===== src/rtl/vt100_pkg.sv =====
// Shared constants, control codes and state encoding for the VT100 write
// engine and the display path.
package vt100_pkg;

    localparam int COLS     = 80;
    localparam int ROWS     = 24;
    localparam int SCR_SIZE = COLS * ROWS;

    localparam logic [7:0] FILL = 8'h20;

    // Sized limits so comparisons against the narrow cursor/index registers
    // stay width-exact.
    localparam logic [6:0]  COL_LAST = 7'(COLS - 1);
    localparam logic [4:0]  ROW_LAST = 5'(ROWS - 1);
    localparam logic [10:0] SCR_LAST = 11'(SCR_SIZE - 1);

    localparam logic [7:0] CH_BS = 8'h08;
    localparam logic [7:0] CH_LF = 8'h0A;
    localparam logic [7:0] CH_FF = 8'h0C;
    localparam logic [7:0] CH_CR = 8'h0D;

    typedef enum logic [1:0] {
        IDLE    = 2'd0,
        CLR_ROW = 2'd1,
        CLR_ALL = 2'd2
    } state_t;

endpackage


===== src/rtl/vt100_term_writer_if.sv =====
// Byte-stream input handshake plus the screen-buffer write port.
// Handshake: a byte moves when i_valid and o_ready are both high at a rising
// clock edge; the sender holds i_data/i_valid stable until that edge, and
// o_ready does not depend combinationally on i_valid.
interface vt100_term_writer_if;
    logic [7:0]  i_data;
    logic        i_valid;
    logic        o_ready;
    logic [10:0] o_wr_addr;
    logic [7:0]  o_wr_data;
    logic        o_wr;

    // Byte source / buffer sink side.
    modport master (
        output i_data, i_valid,
        input  o_ready, o_wr_addr, o_wr_data, o_wr
    );

    // Write engine side.
    modport slave (
        input  i_data, i_valid,
        output o_ready, o_wr_addr, o_wr_data, o_wr
    );
endinterface


===== src/rtl/vt100_addr_gen.sv =====
// Logical (row, col) to screen-buffer address, honouring the circular top row.
// Shared with the display address path.
module vt100_addr_gen
    import vt100_pkg::*;
(
    input  logic [4:0]  top_row,
    input  logic [4:0]  row,
    input  logic [6:0]  col,
    output logic [10:0] addr
);
    logic [5:0] sum;
    logic [4:0] phys;

    // Both operands are below ROWS, so one conditional subtract gives mod ROWS.
    always_comb begin
        sum  = {1'b0, top_row} + {1'b0, row};
        phys = (sum >= 6'(ROWS)) ? 5'(sum - 6'(ROWS)) : sum[4:0];
        addr = ({6'd0, phys} * 11'(COLS)) + {4'd0, col};
    end
endmodule


===== src/rtl/vt100_term_writer.sv =====
// Terminal write engine: decodes a byte stream into screen-buffer writes,
// tracks the cursor, scrolls by rotating the top-row pointer.
module vt100_term_writer
    import vt100_pkg::*;
(
    input  logic                i_clk,
    input  logic                i_rst,
    vt100_term_writer_if.slave  bus,
    output logic [4:0]          o_top_row,
    output logic [6:0]          o_cur_col,
    output logic [4:0]          o_cur_row,
    output state_t              o_dbg_state
);
    state_t      state_q, state_n;
    logic [10:0] clr_idx_q, clr_idx_n;
    logic [4:0]  top_q, top_n, row_q, row_n;
    logic [6:0]  col_q, col_n;
    logic        ready_q, ready_n, wr_q, wr_n;
    logic [10:0] addr_q, addr_n;
    logic [7:0]  data_q, data_n;
    logic [4:0]  ag_row;
    logic [6:0]  ag_col;
    logic [10:0] ag_addr;
    logic        do_nl;

    vt100_addr_gen u_addr_gen (
        .top_row (top_q),
        .row     (ag_row),
        .col     (ag_col),
        .addr    (ag_addr)
    );

    // State and registered outputs; reset starts a full-screen clear.
    always_ff @(posedge i_clk or posedge i_rst) begin
        if (i_rst) begin
            state_q   <= CLR_ALL;
            clr_idx_q <= '0;
            top_q     <= '0;
            row_q     <= '0;
            col_q     <= '0;
            ready_q   <= 1'b0;
            wr_q      <= 1'b0;
            addr_q    <= '0;
            data_q    <= FILL;
        end else begin
            state_q   <= state_n;
            clr_idx_q <= clr_idx_n;
            top_q     <= top_n;
            row_q     <= row_n;
            col_q     <= col_n;
            ready_q   <= ready_n;
            wr_q      <= wr_n;
            addr_q    <= addr_n;
            data_q    <= data_n;
        end
    end

    // Next-state, cursor update and write generation.
    always_comb begin
        state_n   = state_q;
        clr_idx_n = clr_idx_q;
        top_n     = top_q;
        row_n     = row_q;
        col_n     = col_q;
        ready_n   = 1'b0;
        wr_n      = 1'b0;
        addr_n    = addr_q;
        data_n    = data_q;
        ag_row    = row_q;
        ag_col    = col_q;
        do_nl     = 1'b0;
        case (state_q)
            CLR_ALL: begin
                wr_n   = 1'b1;
                addr_n = clr_idx_q;
                data_n = FILL;
                if (clr_idx_q == SCR_LAST) begin
                    state_n   = IDLE;
                    clr_idx_n = '0;
                    top_n     = '0;
                    row_n     = '0;
                    col_n     = '0;
                end else begin
                    clr_idx_n = clr_idx_q + 11'd1;
                end
            end
            CLR_ROW: begin
                // Logical row 0 is the physical row being recycled.
                ag_row = '0;
                ag_col = clr_idx_q[6:0];
                wr_n   = 1'b1;
                addr_n = ag_addr;
                data_n = FILL;
                if (clr_idx_q[6:0] == COL_LAST) begin
                    state_n   = IDLE;
                    clr_idx_n = '0;
                    top_n     = (top_q == ROW_LAST) ? 5'd0 : top_q + 5'd1;
                end else begin
                    clr_idx_n = clr_idx_q + 11'd1;
                end
            end
            IDLE: begin
                ready_n = 1'b1;
                if (bus.i_valid && ready_q) begin
                    if (bus.i_data >= 8'h20 && bus.i_data <= 8'h7E) begin
                        wr_n   = 1'b1;
                        addr_n = ag_addr;
                        data_n = bus.i_data;
                        if (col_q < COL_LAST) begin
                            col_n = col_q + 7'd1;
                        end else begin
                            col_n = '0;
                            do_nl = 1'b1;
                        end
                    end else if (bus.i_data == CH_CR) begin
                        col_n = '0;
                    end else if (bus.i_data == CH_LF) begin
                        do_nl = 1'b1;
                    end else if (bus.i_data == CH_BS) begin
                        if (col_q != '0) col_n = col_q - 7'd1;
                    end else if (bus.i_data == CH_FF) begin
                        state_n   = CLR_ALL;
                        clr_idx_n = '0;
                        ready_n   = 1'b0;
                    end
                    if (do_nl) begin
                        if (row_q < ROW_LAST) begin
                            row_n = row_q + 5'd1;
                        end else begin
                            state_n   = CLR_ROW;
                            clr_idx_n = '0;
                            ready_n   = 1'b0;
                        end
                    end
                end
            end
            default: begin
                state_n   = CLR_ALL;
                clr_idx_n = '0;
            end
        endcase
    end

    assign bus.o_ready   = ready_q;
    assign bus.o_wr      = wr_q;
    assign bus.o_wr_addr = addr_q;
    assign bus.o_wr_data = data_q;
    assign o_top_row     = top_q;
    assign o_cur_col     = col_q;
    assign o_cur_row     = row_q;
    assign o_dbg_state   = state_q;
endmodule


===== src/flat_wrapper.sv =====
// flat-port wrapper written by rule: the top's interface ports become plain ports
module vt100_term_writer_flat import vt100_pkg::*;
  (i_clk, i_rst, o_top_row, o_cur_col, o_cur_row, o_dbg_state, bus_i_data, bus_i_valid, bus_o_ready, bus_o_wr_addr, bus_o_wr_data, bus_o_wr);
  vt100_term_writer_if bus_i ();
  input  logic i_clk;
  input  logic i_rst;
  output logic [4:0] o_top_row;
  output logic [6:0] o_cur_col;
  output logic [4:0] o_cur_row;
  output state_t o_dbg_state;
  input wire logic [$bits(bus_i.i_data)-1:0] bus_i_data;
  input wire logic [$bits(bus_i.i_valid)-1:0] bus_i_valid;
  output wire logic [$bits(bus_i.o_ready)-1:0] bus_o_ready;
  output wire logic [$bits(bus_i.o_wr_addr)-1:0] bus_o_wr_addr;
  output wire logic [$bits(bus_i.o_wr_data)-1:0] bus_o_wr_data;
  output wire logic [$bits(bus_i.o_wr)-1:0] bus_o_wr;
  assign bus_i.i_data = bus_i_data;
  assign bus_i.i_valid = bus_i_valid;
  assign bus_o_ready = bus_i.o_ready;
  assign bus_o_wr_addr = bus_i.o_wr_addr;
  assign bus_o_wr_data = bus_i.o_wr_data;
  assign bus_o_wr = bus_i.o_wr;
  vt100_term_writer u_core (.i_clk(i_clk), .i_rst(i_rst), .bus(bus_i), .o_top_row(o_top_row), .o_cur_col(o_cur_col), .o_cur_row(o_cur_row), .o_dbg_state(o_dbg_state));
endmodule

===== config.mk =====
export PLATFORM = sky130hd
export DESIGN_NAME = vt100_term_writer_flat
export DESIGN_NICKNAME = d
export VERILOG_FILES = /design/src/rtl/vt100_pkg.sv /design/src/rtl/vt100_term_writer_if.sv /design/src/rtl/vt100_addr_gen.sv /design/src/rtl/vt100_term_writer.sv /design/src/flat_wrapper.sv
export SDC_FILE = /design/constraint.sdc
export NUM_CORES = 1
export LEC_CHECK = 0
export ABC_CLOCK_PERIOD_IN_PS = 7250
export CORE_ASPECT_RATIO = 0.7
export CORE_UTILIZATION = 60
export CTS_CLUSTER_DIAMETER = 120
export DETAILED_ROUTE_END_ITERATION = 10
export PLACE_DENSITY = 0.92
export SLEW_MARGIN = 20
export SYNTH_ARGS = -nofsm -noshare
export SYNTH_HDL_FRONTEND = slang
export SYNTH_SLANG_ARGS = --single-unit

===== constraint.sdc =====
create_clock -name i_clk -period 7.25 [get_ports i_clk]
set_input_delay 1.45 -clock i_clk [delete_from_list [all_inputs] [get_ports i_clk]]
set_output_delay 1.45 -clock i_clk [all_outputs]
set_load 0.01 [all_outputs]

Word level (Yosys, flattened, before mapping)
Index checks and enable logic that the tools add are counted.
- magnitude comparators: 5
- $add $sub $neg: 8
- multipliers: 1
- eq/ne operators: 18
- muxes and demuxes: 66
- reduce and logical (&&, ||, !) cells: 15
- operator list (kind ; count):
    $mux W11 ; 12
    $pmux W11 S3 ; 2
    $mux W7 ; 9
    $mux W5 ; 8
    $eq A8 B4 Y1 const B ; 4
    $mux W2 ; 10
    $pmux W5 S2 ; 2
    $mux W1 ; 17
    $mux W8 ; 2
    $pmux W8 S2 ; 1
    $pmux W7 S2 ; 1
    $ne A2 B1 Y1 const B ; 6
    $reduce_and A3 Y1 ; 4
    $add A11 B1 Y11 const B ; 1
    $add A11 B7 Y11 ; 1
    $eq A11 B11 Y1 const B ; 1
    $add A5 B1 Y5 const B ; 2
    $ge A8 B6 Y1 const B ; 1
    $le A8 B7 Y1 const B ; 1
    $ne A4 B1 Y1 const B ; 2
    $add A7 B1 Y7 const B ; 1
    $eq A7 B7 Y1 const B ; 1
    $lt A7 B7 Y1 const B ; 1
    $mul A5 B3 Y7 const B ; 1
    19 further kinds ; 22
- word-level logic and storage cells: 122
- input bits: 11
- flip-flop bits (word level): 51

Longest topological paths before layout
- word-level depth: 10
- depth in mapped cells: 19
- gate-level depth less buffers: 18

Hierarchy
A second synthesis with hierarchy kept.
- cells, all modules: 439
- area total of the unflattened synthesis: 3866.2 µm²
- modules (own cells, without submodules) (module ; area each (µm²) ; seq. area each (µm²) ; cells each ; times used):
    vt100_term_writer ; 3316.9 ; 1278.7 ; 376 ; 1
    vt100_addr_gen ; 549.3 ; 0.0 ; 63 ; 1

Worst setup path after synthesis
OpenSTA, ideal clock, no wires.
- path type: reg-to-reg
- start point: reg u_core.state_q[0], in the netlist u_core.o_dbg_state[0]
- end point: reg u_core.addr_q[10], in the netlist u_core.bus.o_wr_addr[10]
- path buffers: 1
- data arrival time: 4.362 ns
- cell stages (with the launch flop): 18
- period minus slack after synthesis: 4.507 ns
- slack: 2.743 ns
- library setup time: 0.145 ns
- cell sequence: dfrtp_1 ha_1 clkbuf_1 nor2_1 ha_1 fa_1 a21o_1 a21oi_1 a31oi_1 o32ai_1 ha_1 ha_1 fa_1 nand3_1 mux2_2 o22ai_1 xnor2_1 o31ai_1
- longest elaborated chain between the ends: 10
- elaborated cells between the ends (all ways): 18
- those cells by class: add/sub (3); mul (1); order compare (1); eq/ne (4); mux (6); reduce/logical (3)
- ends and longest elaborated chain (element ; RTL line ; source):
    from (decl) ; vt100_term_writer.sv:14 ; state_t state_q, state_n;
    from (signal assigned) ; vt100_term_writer.sv:46 ; state_q <= state_n;
    $eq A2 B1 Y1 ; vt100_term_writer.sv:72 ; case (state_q)
    $mux W5 ; vt100_term_writer.sv:72 ;
    $add A5 B5 Y6 ; vt100_addr_gen.sv:16 ; sum = {1'b0, top_row} + {1'b0, row};
    $sub A5 B5 Y5 or $ge A6 B5 Y1 (tied branches) ; vt100_addr_gen.sv:17 ; phys = (sum >= 6'(ROWS)) ? 5'(sum - 6'(ROWS)) : sum[4:0];
    $mux W5 ; vt100_addr_gen.sv:17 ;
    $mul A5 B3 Y7 ; vt100_addr_gen.sv:18 ; addr = ({6'd0, phys} * 11'(COLS)) + {4'd0, col};
    $add A11 B7 Y11 ; vt100_addr_gen.sv:18 ;
    $mux W11 ; vt100_term_writer.sv:105 ; if (bus.i_data >= 8'h20 && bus.i_data <= 8'h7E) begin
    $mux W11 ; vt100_term_writer.sv:104 ; if (bus.i_valid && ready_q) begin
    $pmux W11 S3 ; vt100_term_writer.sv:72 ;
    to (signal assigned) ; vt100_term_writer.sv:53 ; addr_q <= addr_n;
    to (decl) ; vt100_term_writer.sv:19 ; logic [10:0] addr_q, addr_n;
Parallel ways exist; a longest one is shown, timed or not. The select of a mux whose other input is x is not followed.
A chain may end at the register's enable or synchronous reset.

Worst setup path in the final report
Same ends and word-level chain as after synthesis.

==> results.py <==
metrics = {
    "outcome": {
        "outcome": "complete, but fails checks",
        "failed_checks": "design-rule violations",
    },
    "setup_path": {
        "r2r_end": "u_core.bus.o_wr_addr[10]",
        "r2r-start": "u_core.o_dbg_state[0]",
        "arrival_ns": 5.01,
        "worstPathMaxFanout": 15,
        "ff2ff_path_depth": 16,
        "r2r_slack_ns": 2.46,
        "crit_path_start_kind": "flip-flop",
        "end_kind": "flip-flop",
        "path_class": "flip-flop to flip-flop",
        "required_ns": 7.47,
    },
    "place": {
        "gp_congestion": 0.893,
        "port_buffers": 50,
        "dp_cells": 509,
        "dp_hpwl_mm": 6.61,
        "postPlaceCellArea_sq_mm": 0.00413,
    },
    "sta": {
        "setup_viol": 0,
        "skew_ns": 0.0123,
        "max_freq_mhz": 209,
        "finalCriticalPeriod_ns": 4.79,
        "rsz0062_at_grt": "no",
        "timing.hold.ws_ns": 0.490,
        "maxSlewHeadroom_pct": 30.2,
        "fin_crit_sh_pct": 66.1,
        "maxSlewViolCount": 0,
        "hold_viol": 0,
        "fin_setup_tns_ns": 0,
        "tightestPinTransition_ns": 1.05,
    },
    "power": {
        "power_density_mw_per_mm2": 346,
        "leakage_uw": 0.00187,
        "swShare_pct": 45.0,
        "p_int_uw": 803,
        "clock_power_share_pct": 13.0,
        "pwr-share-seq_pct": 31.9,
        "combinationalPowerShare_pct": 55.1,
        "switchingPower_uw": 658,
        "vdd_drop_max_mv": 0.253,
    },
    "synth": {
        "synthFlopType": "dfrtp_1",
        "synth_cells": 396,
        "yosys.cell_types.count": 66,
        "async_flop_share_pct": 100,
        "synth_edf_count": 0,
        "synth_area_sq_mm": 0.00358,
        "yosys_warnings": 0,
        "seq_area_frac_synth_pct": 35.7,
        "syn_nets": 435,
        "ys_ff_latch": 51,
        "avgSynthCellArea_sq_um": 9.05,
    },
    "routing": {
        "drt-pass1-iter-count": 9,
        "vias_per_cell": 6.43,
        "num_vias": 3322,
        "drt_iter0_markers": 305,
        "finalWirelength_mm": 9.11,
        "detail-route-antenna-nets": 0,
        "wl_per_cell_um": 17.6,
        "drc_errors": 1,
    },
    "clock_tree": {
        "clockBufferDepth": 2,
        "htreeDepth": 2,
        "clkTransAtPathRegs_ns": 0.10,
        "cts_tree": "built",
        "ctsHoldBuffers": 0,
        "cts_setup_buffers": 0,
        "cts_resized": 0,
        "insertion_delay_ns": 0.32,
        "clock-sinks": 51,
        "root_buffer": "clkbuf_8",
        "numCtsBuffers": 5,
    },
    "floorplanning": {
        "boundaryPins": 51,
        "fp.coreArea_sq_mm": 0.00573,
        "initial_core_util_pct": 62.6,
        "die_w_um": 94.4,
        "rows": 23,
        "fp.dieArea_sq_mm": 0.00629,
        "die_h_um": 66.6,
    },
    "cells_and_area": {
        "area_growth_pct": 18.1,
        "fin_nets": 480,
        "design_area_sq_mm": 0.00423,
        "antennaDiodeCount": 0,
        "final_cell_count_no_fill": 517,
        "drive_gt1_share_pct": 6.56,
        "fill_cells": 427,
    },
    "min_path": {
        "whs_endpoint": "u_core.bus.o_wr_data[5]",
        "hp-class": "flip-flop to flip-flop",
        "hold_start": "u_core.bus.o_wr_data[5]",
        "holdPathStages": 2,
    },
    "global_routing": {
        "grt_pass1_wl_mm": 15.0,
        "gr-total-overflow": 0,
        "grt_pass1_vias": 3157,
        "grt_max_degree": 52,
        "antenna_found_initial": 0,
        "grt_util_all_layers_pct": 31.2,
    },
    "flow_run": {
        "drv_cap": 0,
    },
}
[how the worst max path moves through the flow]
stage                          start                       end  slack [ns]
6_report       u_core.o_dbg_state[0]  u_core.bus.o_wr_addr[10]        2.46
4_1_cts        u_core.o_dbg_state[0]  u_core.bus.o_wr_addr[10]        2.48
3_3_place_gp   u_core.o_dbg_state[0]  u_core.bus.o_wr_addr[10]        2.70
3_5_place_dp   u_core.o_dbg_state[0]  u_core.bus.o_wr_addr[10]        2.49
5_1_grt        u_core.o_dbg_state[0]  u_core.bus.o_wr_addr[10]        2.14
2_1_floorplan  u_core.o_dbg_state[0]  u_core.bus.o_wr_addr[10]        2.74
[sequential cells by signal (all words and copies together), names as in the netlist]
register / count
u_core.o_cur_col: 7
u_core.o_top_row: 5
u_core.o_cur_row: 5
u_core.bus.o_wr_data: 8
u_core.bus.o_wr: 1
u_core.o_dbg_state: 2
u_core.clr_idx_q: 11
u_core.bus.o_wr_addr: 11
u_core.bus.o_ready: 1
[power by group through the flow]
stage                     logic, uW  clock network, uW  registers, uW
after global placement          760                  0            462
after detailed placement        790                  0            467
after CTS                       797                191            463
after floorplan                 520                  0            462
final                           805                191            466
after global routing            883                201            478
[final cells by class]
type	instances	area [sq um]	area share [%]
Multi-Input combinational cell	306	2150	50.8
Sequential cell	51	1280	30.2
Timing Repair Buffer	51	508	12.0
Inverter	26	97.6	2.31
Clock buffer	7	96.3	2.28
Tap cell	75	93.8	2.22
Clock inverter	1	7.51	0.178
[cell usage in the layout (no fill, tap or decap), types with 5 or more instances in the layout]
master,synthesis,final
o31ai_1,7,7
dfrtp_1,49,49
mux2i_1,11,11
o21ai_0,35,35
and2_1,6,6
nand3_1,15,15
xnor2_1,7,7
nand2_1,45,45
inv_1,26,25
nor2_1,24,24
a21oi_1,21,21
clkdlybuf4s50_1,0,50
clkbuf_8,0,7
nor3_1,5,5
a22o_1,13,13
ha_1,25,25
[through the flow]
step	power, uW	util [%]	setup WS [ns]
6_report	1460	73.8	2.46
5_1_grt	1560	73.8	2.14
4_1_cts	1450	73.8	2.48
3_5_place_dp	1260	72.0	2.49
3_3_place_gp	1220	72.0	2.70
2_1_floorplan	981	-	2.74
[critical path, cell delays in order (launching register included)]
cell,delay (ns)
dfrtp_1,0.47
ha_1,0.50
nor2_1,0.08
ha_1,0.23
fa_1,0.41
a21o_1,0.17
a21oi_1,0.31
a31oi_1,0.13
o32ai_1,0.39
ha_1,0.32
ha_1,0.23
fa_1,0.49
nand3_1,0.15
mux2_2,0.34
o22ai_1,0.19
xnor2_1,0.08
o31ai_1,0.19
[cells by family after synthesis]
group / Yosys count / synth area share, %
XOR/XNOR: 11 / 2.69
adder cells (fa/ha/maj): 28 / 10.4
AND/OR/NAND/NOR: 128 / 18.2
flip-flops: 51 / 35.7
AO/OA/AOI/OAI: 124 / 24.3
buffers and inverters: 39 / 4.37
multiplexers: 15 / 4.33
[cells in the mapped netlist, types with 5 or more instances]
master,count,area (sq um)
nor3_1,5,25.0
a22o_1,13,114
a21oi_1,21,105
inv_1,26,97.6
clkbuf_1,10,37.5
nand3_1,15,75.1
nand2_1,45,169
and2_1,6,37.5
xnor2_1,7,61.3
o31ai_1,7,52.6
nor2_1,24,90.1
dfrtp_1,49,1230
ha_1,25,313
mux2i_1,11,110
o21ai_0,35,175
[layer usage]
layer | GRT usage, % | up-vias | part of all wire (%)
met4 | 13.3 | 0 | 1.9
met5 | 0 | - | 0
met2 | 48.0 | 182 | 45
met3 | 5.25 | 24 | 8.4
met1 | 43.3 | 1565 | 45
li1 | - | 1551 | -
No activity file was read; power rests on OpenSTA's default activity.
